**config.mk**
```make
export PLATFORM = sky130hd
export DESIGN_NAME = pipeline_hazard_controller
export DESIGN_NICKNAME = d
export VERILOG_FILES = /design/src/rtl/pipeline_hazard_controller.sv
export SDC_FILE = /design/constraint.sdc
export NUM_CORES = 1
export LEC_CHECK = 0
export BUFFER_PORTS_ARGS = -buffer_cell sky130_fd_sc_hd__buf_4
export CAP_MARGIN = 20
export CELL_PAD_IN_SITES_DETAIL_PLACEMENT = 1
export CELL_PAD_IN_SITES_GLOBAL_PLACEMENT = 1
export CORE_MARGIN = 2
export CORE_UTILIZATION = 36
export CTS_BUF_LIST = sky130_fd_sc_hd__clkbuf_4 sky130_fd_sc_hd__clkbuf_8 sky130_fd_sc_hd__clkbuf_16
export CTS_CLUSTER_SIZE = 8
export DETAILED_ROUTE_END_ITERATION = 16
export PLACE_DENSITY_LB_ADDON = 0.1
export RECOVER_POWER = 50
export SYNTH_ARGS = -nofsm -noshare
export SYNTH_HDL_FRONTEND = slang
export SYNTH_SLANG_ARGS = --single-unit
export TNS_END_PERCENT = 1
```
**constraint.sdc**
```tcl
create_clock -name CLK -period 3 [get_ports CLK]
set_input_delay 0.15 -clock CLK [delete_from_list [all_inputs] [get_ports CLK]]
set_output_delay 0.15 -clock CLK [all_outputs]
set_load 0.01 [all_outputs]
```
**src/rtl/pipeline_hazard_controller.sv**
```systemverilog
// -----------------------------------------------------------------------------
// pipeline_hazard_controller
//
// Hazard control unit for a classic five-stage in-order pipeline. It
// watches the instruction in ID and the instruction in EX and decides
// whether to stall fetch, insert a bubble, flush IF/ID, or redirect the PC
// to a jump or branch target.
//
// Control outputs are Mealy: they react to the current inputs in the same
// cycle. The only state is a one-bit phase register (NORMAL / BRANCH_WAIT)
// and a saturating counter of stalled cycles.
//
// Ports
//   CLK            in   pipeline clock, rising-edge active
//   Reset          in   synchronous active-high reset
//   ID_Rs, ID_Rt   in   source register numbers of the ID instruction
//   UseShamt       in   ID instruction does not read Rs as an ALU operand
//   UseImmed       in   ID instruction does not read Rt as an ALU operand
//   ID_Jump        in   ID holds an unconditional jump
//   ID_Branch      in   ID holds a conditional branch
//   EX_Rw          in   destination register of the EX instruction
//   EX_MemRead     in   EX instruction is a load
//   EX_BranchTaken in   branch in EX resolved taken (used in BRANCH_WAIT)
//   StallCntClr    in   clear the stall counter on the next edge
//   PC_Write       out  PC load enable
//   AddrSel        out  next-PC select: 00 PC+4, 01 jump, 10 branch
//   IF_ID_Write    out  IF/ID load enable
//   IF_ID_Flush    out  load a NOP into IF/ID (overrides IF_ID_Write)
//   Bubble         out  zero the ID/EX control fields
//   StallCount     out  saturating count of cycles with PC_Write = 0
//   DbgState       out  current phase: 0 NORMAL, 1 BRANCH_WAIT
// -----------------------------------------------------------------------------
module pipeline_hazard_controller #(
    parameter int CNT_W = 16
) (
    input  logic             CLK,
    input  logic             Reset,
    input  logic [4:0]       ID_Rs,
    input  logic [4:0]       ID_Rt,
    input  logic             UseShamt,
    input  logic             UseImmed,
    input  logic             ID_Jump,
    input  logic             ID_Branch,
    input  logic [4:0]       EX_Rw,
    input  logic             EX_MemRead,
    input  logic             EX_BranchTaken,
    input  logic             StallCntClr,
    output logic             PC_Write,
    output logic [1:0]       AddrSel,
    output logic             IF_ID_Write,
    output logic             IF_ID_Flush,
    output logic             Bubble,
    output logic [CNT_W-1:0] StallCount,
    output logic             DbgState
);

    typedef enum logic {
        NORMAL      = 1'b0,
        BRANCH_WAIT = 1'b1
    } state_e;

    localparam logic [1:0]       SEL_PC4    = 2'b00;
    localparam logic [1:0]       SEL_JUMP   = 2'b01;
    localparam logic [1:0]       SEL_BRANCH = 2'b10;
    localparam logic [CNT_W-1:0] CNT_MAX    = {CNT_W{1'b1}};
    localparam logic [CNT_W-1:0] CNT_ONE    = CNT_W'(1);

    state_e           state_q;
    state_e           state_d;
    logic [CNT_W-1:0] stall_cnt_q;
    logic [CNT_W-1:0] stall_cnt_d;
    logic             load_use_s;

    // A load writing r0 never creates a dependency, and an operand that is
    // replaced by shamt/immediate is not actually read by the ALU.
    function automatic logic detect_load_use(
        input logic       mem_read,
        input logic [4:0] rw,
        input logic [4:0] rs,
        input logic [4:0] rt,
        input logic       use_shamt,
        input logic       use_immed
    );
        logic rs_hit;
        logic rt_hit;
        rs_hit = (rs == rw) && !use_shamt;
        rt_hit = (rt == rw) && !use_immed;
        return mem_read && (rw != 5'd0) && (rs_hit || rt_hit);
    endfunction

    // Load-use hazard between the instruction in ID and the load in EX.
    always_comb begin
        load_use_s = detect_load_use(EX_MemRead, EX_Rw, ID_Rs, ID_Rt,
                                     UseShamt, UseImmed);
    end

    // Mealy control outputs and next phase.
    always_comb begin
        PC_Write    = 1'b1;
        AddrSel     = SEL_PC4;
        IF_ID_Write = 1'b1;
        IF_ID_Flush = 1'b0;
        Bubble      = 1'b0;
        state_d     = state_q;

        if (Reset) begin
            // Freeze fetch and drain the front end; any pending branch in
            // BRANCH_WAIT is dropped without redirecting the PC.
            PC_Write    = 1'b0;
            AddrSel     = SEL_PC4;
            IF_ID_Write = 1'b0;
            IF_ID_Flush = 1'b1;
            Bubble      = 1'b1;
            state_d     = NORMAL;
        end else begin
            case (state_q)
                NORMAL: begin
                    if (load_use_s) begin
                        // Hold PC and IF/ID for one cycle and inject a bubble;
                        // next cycle the load has left EX so the hazard clears.
                        PC_Write    = 1'b0;
                        IF_ID_Write = 1'b0;
                        Bubble      = 1'b1;
                        state_d     = NORMAL;
                    end else if (ID_Jump) begin
                        // Jump also wins if ID_Branch is asserted alongside.
                        AddrSel     = SEL_JUMP;
                        IF_ID_Flush = 1'b1;
                        state_d     = NORMAL;
                    end else if (ID_Branch) begin
                        // Let the branch move into EX to resolve, hold the PC
                        // and squash the sequentially fetched word.
                        PC_Write    = 1'b0;
                        IF_ID_Flush = 1'b1;
                        state_d     = BRANCH_WAIT;
                    end else begin
                        state_d     = NORMAL;
                    end
                end
                BRANCH_WAIT: begin
                    // ID holds the squashed NOP here, so only the EX branch
                    // outcome matters.
                    if (EX_BranchTaken) begin
                        PC_Write    = 1'b1;
                        AddrSel     = SEL_BRANCH;
                        IF_ID_Flush = 1'b1;
                    end else begin
                        PC_Write    = 1'b1;
                        AddrSel     = SEL_PC4;
                    end
                    state_d = NORMAL;
                end
                default: begin
                    state_d = NORMAL;
                end
            endcase
        end
    end

    // Stall counter next value: clear has priority over a stall, reset
    // cycles never count, and the counter sticks at all-ones.
    always_comb begin
        stall_cnt_d = stall_cnt_q;
        if (Reset) begin
            stall_cnt_d = '0;
        end else if (StallCntClr) begin
            stall_cnt_d = '0;
        end else if (!PC_Write && (stall_cnt_q != CNT_MAX)) begin
            stall_cnt_d = stall_cnt_q + CNT_ONE;
        end else begin
            stall_cnt_d = stall_cnt_q;
        end
    end

    // Phase and stall-counter registers with synchronous reset.
    always_ff @(posedge CLK) begin
        if (Reset) begin
            state_q     <= NORMAL;
            stall_cnt_q <= '0;
        end else begin
            state_q     <= state_d;
            stall_cnt_q <= stall_cnt_d;
        end
    end

    assign StallCount = stall_cnt_q;
    assign DbgState   = state_q;

endmodule

```
After elaboration in Yosys (flattened, before gate mapping)
Index checks and enable logic that the tools add are counted.
{"block": "word_totals", "reg_bits": 17, "latchBits": 0, "ram_bits": 0, "romBits": 0, "out_inout_bits": 23, "wordCells": 43, "mem_count": 0}
{"block": "op_classes", "addsub": 1, "mul": 0, "n_div": 0, "magnitude_cmp": 0, "eq_ne": 3, "n_shift": 0, "mux": 25, "bitwise_logic": 1, "reduce_logical": 11}
{"op": "1-bit two-way mux", "n": 19}
{"op": "16-bit by 1-bit adder with 16-bit output (second input constant)", "n": 1}
{"op": "16-bit inequality test (second input constant)", "n": 1}
{"op": "5-bit equality test", "n": 2}
{"op": "1-bit case mux with 2 select lines", "n": 3}
{"op": "1-bit logical AND", "n": 5}
{"op": "5-bit nonzero test", "n": 1}
{"op": "2-bit two-way mux", "n": 2}
{"op": "2-bit case mux with 2 select lines", "n": 1}
{"op": "1-bit zero test", "n": 3}
{"op": "2-bit OR reduction", "n": 1}
{"op": "1-bit logical OR", "n": 1}
{"op": "1-bit inverter", "n": 1}

Longest topological paths before layout
Gate-level depths: netlist of run 1.
{"block": "depth", "ltp_word": 9, "mapped_depth": 8}

Worst setup path after synthesis of run 1
Ideal clock, no wire load.
{"block": "synth_path", "kind": "reg-to-reg", "from": "reg stall_cnt_q[0], in the netlist StallCount[0]", "to": "reg stall_cnt_q[3], in the netlist StallCount[3]", "setup_time_ns": 0.072, "t_arrival_ns": 1.806, "t_required_ns": 2.928, "setup_slack_ns": 1.122, "stages_incl_launch_ff": 8, "cell_sequence": "dfxtp_1 ha_1 nand2_1 nor4_2 nand2_1 o2bb2ai_2 nand4_1 mux2i_1"}
{"block": "synth_between", "elab_chain_len": 2, "elab_cells_between_ends": 3, "classes_between": "add/sub: 1; eq/ne: 1; reduce/logical: 1"}
{"item": "from (decl)", "line": "70", "rtl": "logic [CNT_W-1:0] stall_cnt_q;"}
{"item": "from (signal assigned)", "line": "182", "rtl": "stall_cnt_q <= stall_cnt_d;"}
{"item": "parallel branches: the longest is 2 deep, another holds 16-bit by 1-bit adder with 16-bit output"}
Parallel ways; which one is timed is not known.
A chain may end at the register's enable or synchronous reset.

Worst setup path in the final report of run 1
Same ends and word-level chain as after synthesis.

==> results of run 1 <==
==> worst max-delay path: stages (launching register included) <==
cell       delay [ns]
dfxtp_1          0.44
ha_1             0.25
nand2_1          0.12
nor4_2           0.43
nand2_1          0.24
o2bb2ai_2        0.26
nand4_1          0.17
mux2i_1          0.19
==> Yosys cell counts, types with 3 or more instances <==
cell type / instances
nand2_1: 11
a21oi_1: 10
nor3_1: 4
inv_1: 3
o21ai_0: 7
nand4_1: 4
xor2_1: 10
or4_1: 3
dfxtp_1: 17
nand3_1: 6
nor2_1: 13
mux2i_1: 3
or3_1: 8
==> final cells by class <==
class / instances / area (um^2) / share of cell area, %
multi-input combinational: 112 / 739 / 50.8
timing repair buffer: 46 / 278 / 19.1
clock buffer: 3 / 22.5 / 1.55
inverter: 4 / 15.0 / 1.03
clock inverter: 1 / 5.00 / 0.344
sequential: 17 / 340 / 23.4
tap: 44 / 55.1 / 3.78
==> cells by family (layout without fill, tap and decap cells) <==
logic type                 count (synthesis)  count (layout)  synth area share [%]
muxes                                      3               3                  2.63
xor gates and xnor gates                  11              11                  8.45
buffers and inverters                      9              54                  3.73
AOI/OAI and AO/OA                         34              34                  21.6
and+or+nand+nor                           63              63                  32.6
adders and majority gates                  1               1                  1.10
DFF                                       17              17                  29.9
==> through the flow <==
step	utilization, %	setup slack, ns	cells	cell area (um^2)
after global routing	48.1	0.691	227	1460
after detailed placement	50.0	0.891	223	1510
final	48.1	0.841	227	1460
after global placement	50.0	1.00	223	1510
after CTS	50.9	0.850	227	1540
after floorplan	-	1.12	138	1140
==> registers in the layout, summed over array words and instances (netlist names) <==
name and cells:
StallCount 16, DbgState 1
==> routing by layer <==
layer / up-vias / routed length, um / GRT usage (%)
met3: 6 / 156 / 3.90
met2: 32 / 1700 / 35.6
met4: 0 / 44 / 5.71
met5: - / 0 / 0
met1: 586 / 1470 / 23.7
li1: 605 / - / -
==> worst paths after layout <==
| path | start | endpoint |
|---|---|---|
| setup reg to reg | StallCount[0] | StallCount[3] |
| hold / removal | StallCntClr | StallCount[11] |
| setup / recovery | StallCount[0] | StallCount[3] |
| hold reg to reg | StallCount[8] | StallCount[8] |
==> power by group <==
group          switching, mW  internal, mW  total [mW]  leakage [nW]
Sequential           0.00232         0.227       0.229         0.137
Combinational         0.0486        0.0432      0.0918         0.367
Clock                 0.0835        0.0496       0.133        0.0177
==> impl_metrics.ini, run 1 <==
[synthesis]
synth_edf_count = 0
ys_ff_latch = 17
ys_seq_area_share_pct = 29.9
synth_top_area_cell = dfxtp_1
synth-main-ff-cell = dfxtp_1
synthCells = 138
synth_nets = 163
syn_area_um2 = 1140
synth.avg_cell_area_um2 = 8.26
yosysWarnings = 0
synthTopCellsByArea = dfxtp_1 (30%), xor2_1 (7.7%), a21oi_1 (4.4%)
synthArstFlopShare_pct = 0
synth_top_area_share_pct = 29.9
ys_types = 42

[hold_path]
hp-class = in2reg
hold_depth = 3

[global_routing]
grt_pass1_vias = 1199
grt_max_degree = 16
antenna_found_initial = 0
overflow = 0
grt_pass1_wl_mm = 5.46
gr-usage-all-layers_pct = 19.9

[critical_path]
rr_worst_depth = 7
r2r_slack_ns = 0.84
required_ns = 3.24
worstPathArrival_ns = 2.40
critPathMaxFanout = 9
critPathLaunchType = register
crit_path_end_kind = register
worstSetupPathType = reg2reg

[timing]
tns_ns = 0
maxSlewViolCount = 0
rsz0062_at_grt = no
fmax_mhz = 463
setup_viol = 0
finalCriticalPeriod_ns = 2.16
min_period_over_period_pct = 72.0
relSlewSlack_pct = 54.0
fin_worst_skew_ns = 0.00935
finalHoldViolCount = 0
hold_slack_ns = 0.117
tightestPinTransition_ns = 0.684

[die]
core-area_um2 = 3030
rows = 20
die_h_um = 60.3
ios = 47
die-area_um2 = 3630
fp.dieW_um = 60.3
initial_utilization_pct = 37.6

[clock_tree]
htreeDepth = 1
clk_pin_slew_ns = 0.12
cts_sinks = 17
numCtsBuffers = 3
cts.repair.resized = 0
post-cts-setup-buffers = 0
ctsHoldBuffers = 0
clock_latency_ns = 0.30
cts-root-buf = clkbuf_4
clockBufferDepth = 2
cts_tree = done

[cells_and_area]
area_delta_synth_final_pct = 27.7
nFillCells = 383
nNetsFinal = 209
final_common_cell = buf_4
n_antenna_cell = 0
drive_gt1_share_pct = 23.5
layout_common_cells = buf_4 (28), clkbuf_1 (18), dfxtp_1 (17)

[drt]
wl_per_cell_um = 14.9
drc_errors = 0
ant_nets = 0
drt_first_iter_violations = 86
drtPass1Iterations = 3
vias = 1229
wl_mm = 3.37
viasPerCell = 5.41

[run]
maxCapViolCount = 0

[outcome]
status = finished, final reports clean

[pwr]
irDropWorstVdd_v = 0.000241
power_density_nw_per_um2 = 312
leakagePower_nw = 0.522
total_power_uw = 454

[placed_design]
place_hpwl_mm = 2.73
gp_congestion = 0.806
port_buffers = 46
Note: power is estimated with default switching activity, not from simulation.
==> run 2: changes to the inputs <==
- ABC_AREA: unset -> 1
- CORE_UTILIZATION: 36 -> 32
- clock period: 3 -> 2 ns (I/O delays scaled with it)
==> run 2 against run 1 <==
Final cell count increased by 34%; synthesized cell count increased by 52%; register-to-register slack got worse by 0.53 ns; hold slack improved by 0.015 ns; critical path depth increased by 3; sequential power increased by 51%; total power increased by 68%; synthesized area increased by 8.3%; flip-flop and latch count unchanged; wire length decreased by 3.3%; clock skew decreased by 0.0058 ns; highest routed layer unchanged.
==> impl_metrics.ini, run 2 <==
[outcome]
status = finished, final reports clean

[die]
ios = 47
die_h_um = 66.1
fp.dieW_um = 66.1
rows = 22
initial_utilization_pct = 33.5
die-area_um2 = 4370
core-area_um2 = 3690

[pwr]
leakagePower_nw = 0.758
irDropWorstVdd_v = 0.000291
total_power_uw = 761
power_density_nw_per_um2 = 480

[drt]
vias = 1387
drt_first_iter_violations = 48
viasPerCell = 4.55
wl_mm = 3.26
drtPass1Iterations = 4
ant_nets = 0
wl_per_cell_um = 10.7
drc_errors = 0

[timing]
fin_worst_skew_ns = 0.00355
setup_viol = 0
finalCriticalPeriod_ns = 1.68
relSlewSlack_pct = 76.4
tns_ns = 0
min_period_over_period_pct = 84.2
maxSlewViolCount = 0
tightestPinTransition_ns = 0.354
rsz0062_at_grt = no
fmax_mhz = 594
finalHoldViolCount = 0

[clock_tree]
clockBufferDepth = 2
post-cts-setup-buffers = 0
cts-root-buf = clkbuf_8
cts.repair.resized = 0
clock_latency_ns = 0.25
htreeDepth = 1
cts_tree = done
clk_pin_slew_ns = 0.07
cts_sinks = 17
ctsHoldBuffers = 0
numCtsBuffers = 3

[synthesis]
ys_types = 21
synth_edf_count = 0
synth_top_area_cell = dfxtp_1
synth_top_area_share_pct = 27.6
synth-main-ff-cell = dfxtp_1
synth.avg_cell_area_um2 = 5.88
yosysWarnings = 0
ys_seq_area_share_pct = 27.6
synthArstFlopShare_pct = 0
ys_ff_latch = 17
yosysMostFrequentCell = nand2_1
synthCells = 210
synthTopCellsByArea = dfxtp_1 (28%), nand2_1 (18%), nor2_1 (11%)
synth_commonest_cells = nand2_1 (59), nor2_1 (35), inv_1 (25), nand3_1 (22)
synth_nets = 235
syn_area_um2 = 1230

[hold_path]
hp-class = in2reg

[critical_path]
rr_worst_depth = 10
crit_path_end_kind = register
worstSetupPathType = reg2reg
critPathMaxFanout = 10
critPathLaunchType = register
rr_endpoint = StallCount[9]
cp-endpoint = StallCount[9]
required_ns = 2.15
r2r_slack_ns = 0.32
worstPathArrival_ns = 1.83
startpoint = StallCount[0]
r2r-start = StallCount[0]

[placed_design]
port_buffers = 46
place_inst = 301
gp_congestion = 0.762
place_hpwl_mm = 2.56

[cells_and_area]
nNetsFinal = 283
finalNonFillerCells = 305
final_common_cell = nand2_1
n_antenna_cell = 0
layout_common_cells = nand2_1 (59), nor2_1 (35), buf_4 (29)
drive_gt1_share_pct = 19.1
area_delta_synth_final_pct = 28.5
largest_reg_flops = 16
final_util_pct = 43.0

[global_routing]
grt_pass1_vias = 1349
grt_pass1_wl_mm = 5.69
grt_max_degree = 34
overflow = 0
antenna_found_initial = 0
gr-usage-all-layers_pct = 16.4

[run]
maxCapViolCount = 0
-- run 2: cell families after synthesis --
kind of cell	count (synthesis)	share of synthesized area, %
compound gates	19	7.90
fa+ha+maj	1	1.01
buf+inv	37	13.2
flops	17	27.6
simple gates	136	50.4
-- run 2: critical path: stages, from the launching register on --
cell	delay [ns]
dfxtp_1	0.41
ha_1	0.21
nand3_2	0.09
nor2_2	0.21
nand4_4	0.20
clkinv_2	0.12
nor2_2	0.05
nand3_2	0.06
inv_2	0.04
a21oi_1	0.13
nor2_1	0.05
-- run 2: per-layer routing --
metal / track usage (%) / share of wire (%) / up-vias
met4: 4.59 / 0.67 / 0
li1: - / - / 754
met2: 27.3 / 42 / 30
met5: 0 / 0 / -
met1: 21.2 / 53 / 601
met3: 3.58 / 4.7 / 2
-- run 2: where the power goes --
group | internal, mW | switching [mW]
logic | 0.0662 | 0.0756
registers | 0.342 | 0.00391
clock network | 0.155 | 0.119
-- run 2: final cells by class --
type / instances / area (um^2)
Fill cell: 541 / 2100
Multi-Input combinational cell: 156 / 727
Sequential cell: 17 / 340
Timing Repair Buffer: 47 / 285
Inverter: 33 / 125
Tap cell: 48 / 60.1
Clock buffer: 4 / 48.8
-- run 2: per-stage QoR --
step                setup slack (ns)  hold WS [ns]  cell area, um^2
floorplan                      0.410         0.248             1230
global placement               0.369         0.397             1610
detailed placement             0.295         0.402             1610
CTS                            0.296         0.129             1660
global route                   0.122         0.133             1590
finish                         0.316         0.132             1590
-- run 2: how the worst min path moves through the flow --
| stage | cells past startpoint | end | from |
|---|---|---|---|
| after CTS | 3 | DbgState | Reset |
| after detailed placement | 3 | DbgState | Reset |
| after global routing | 3 | DbgState | Reset |
| final | 3 | DbgState | Reset |
| after global placement | 3 | DbgState | Reset |
| after floorplan | 1 | AddrSel[1] | Reset |
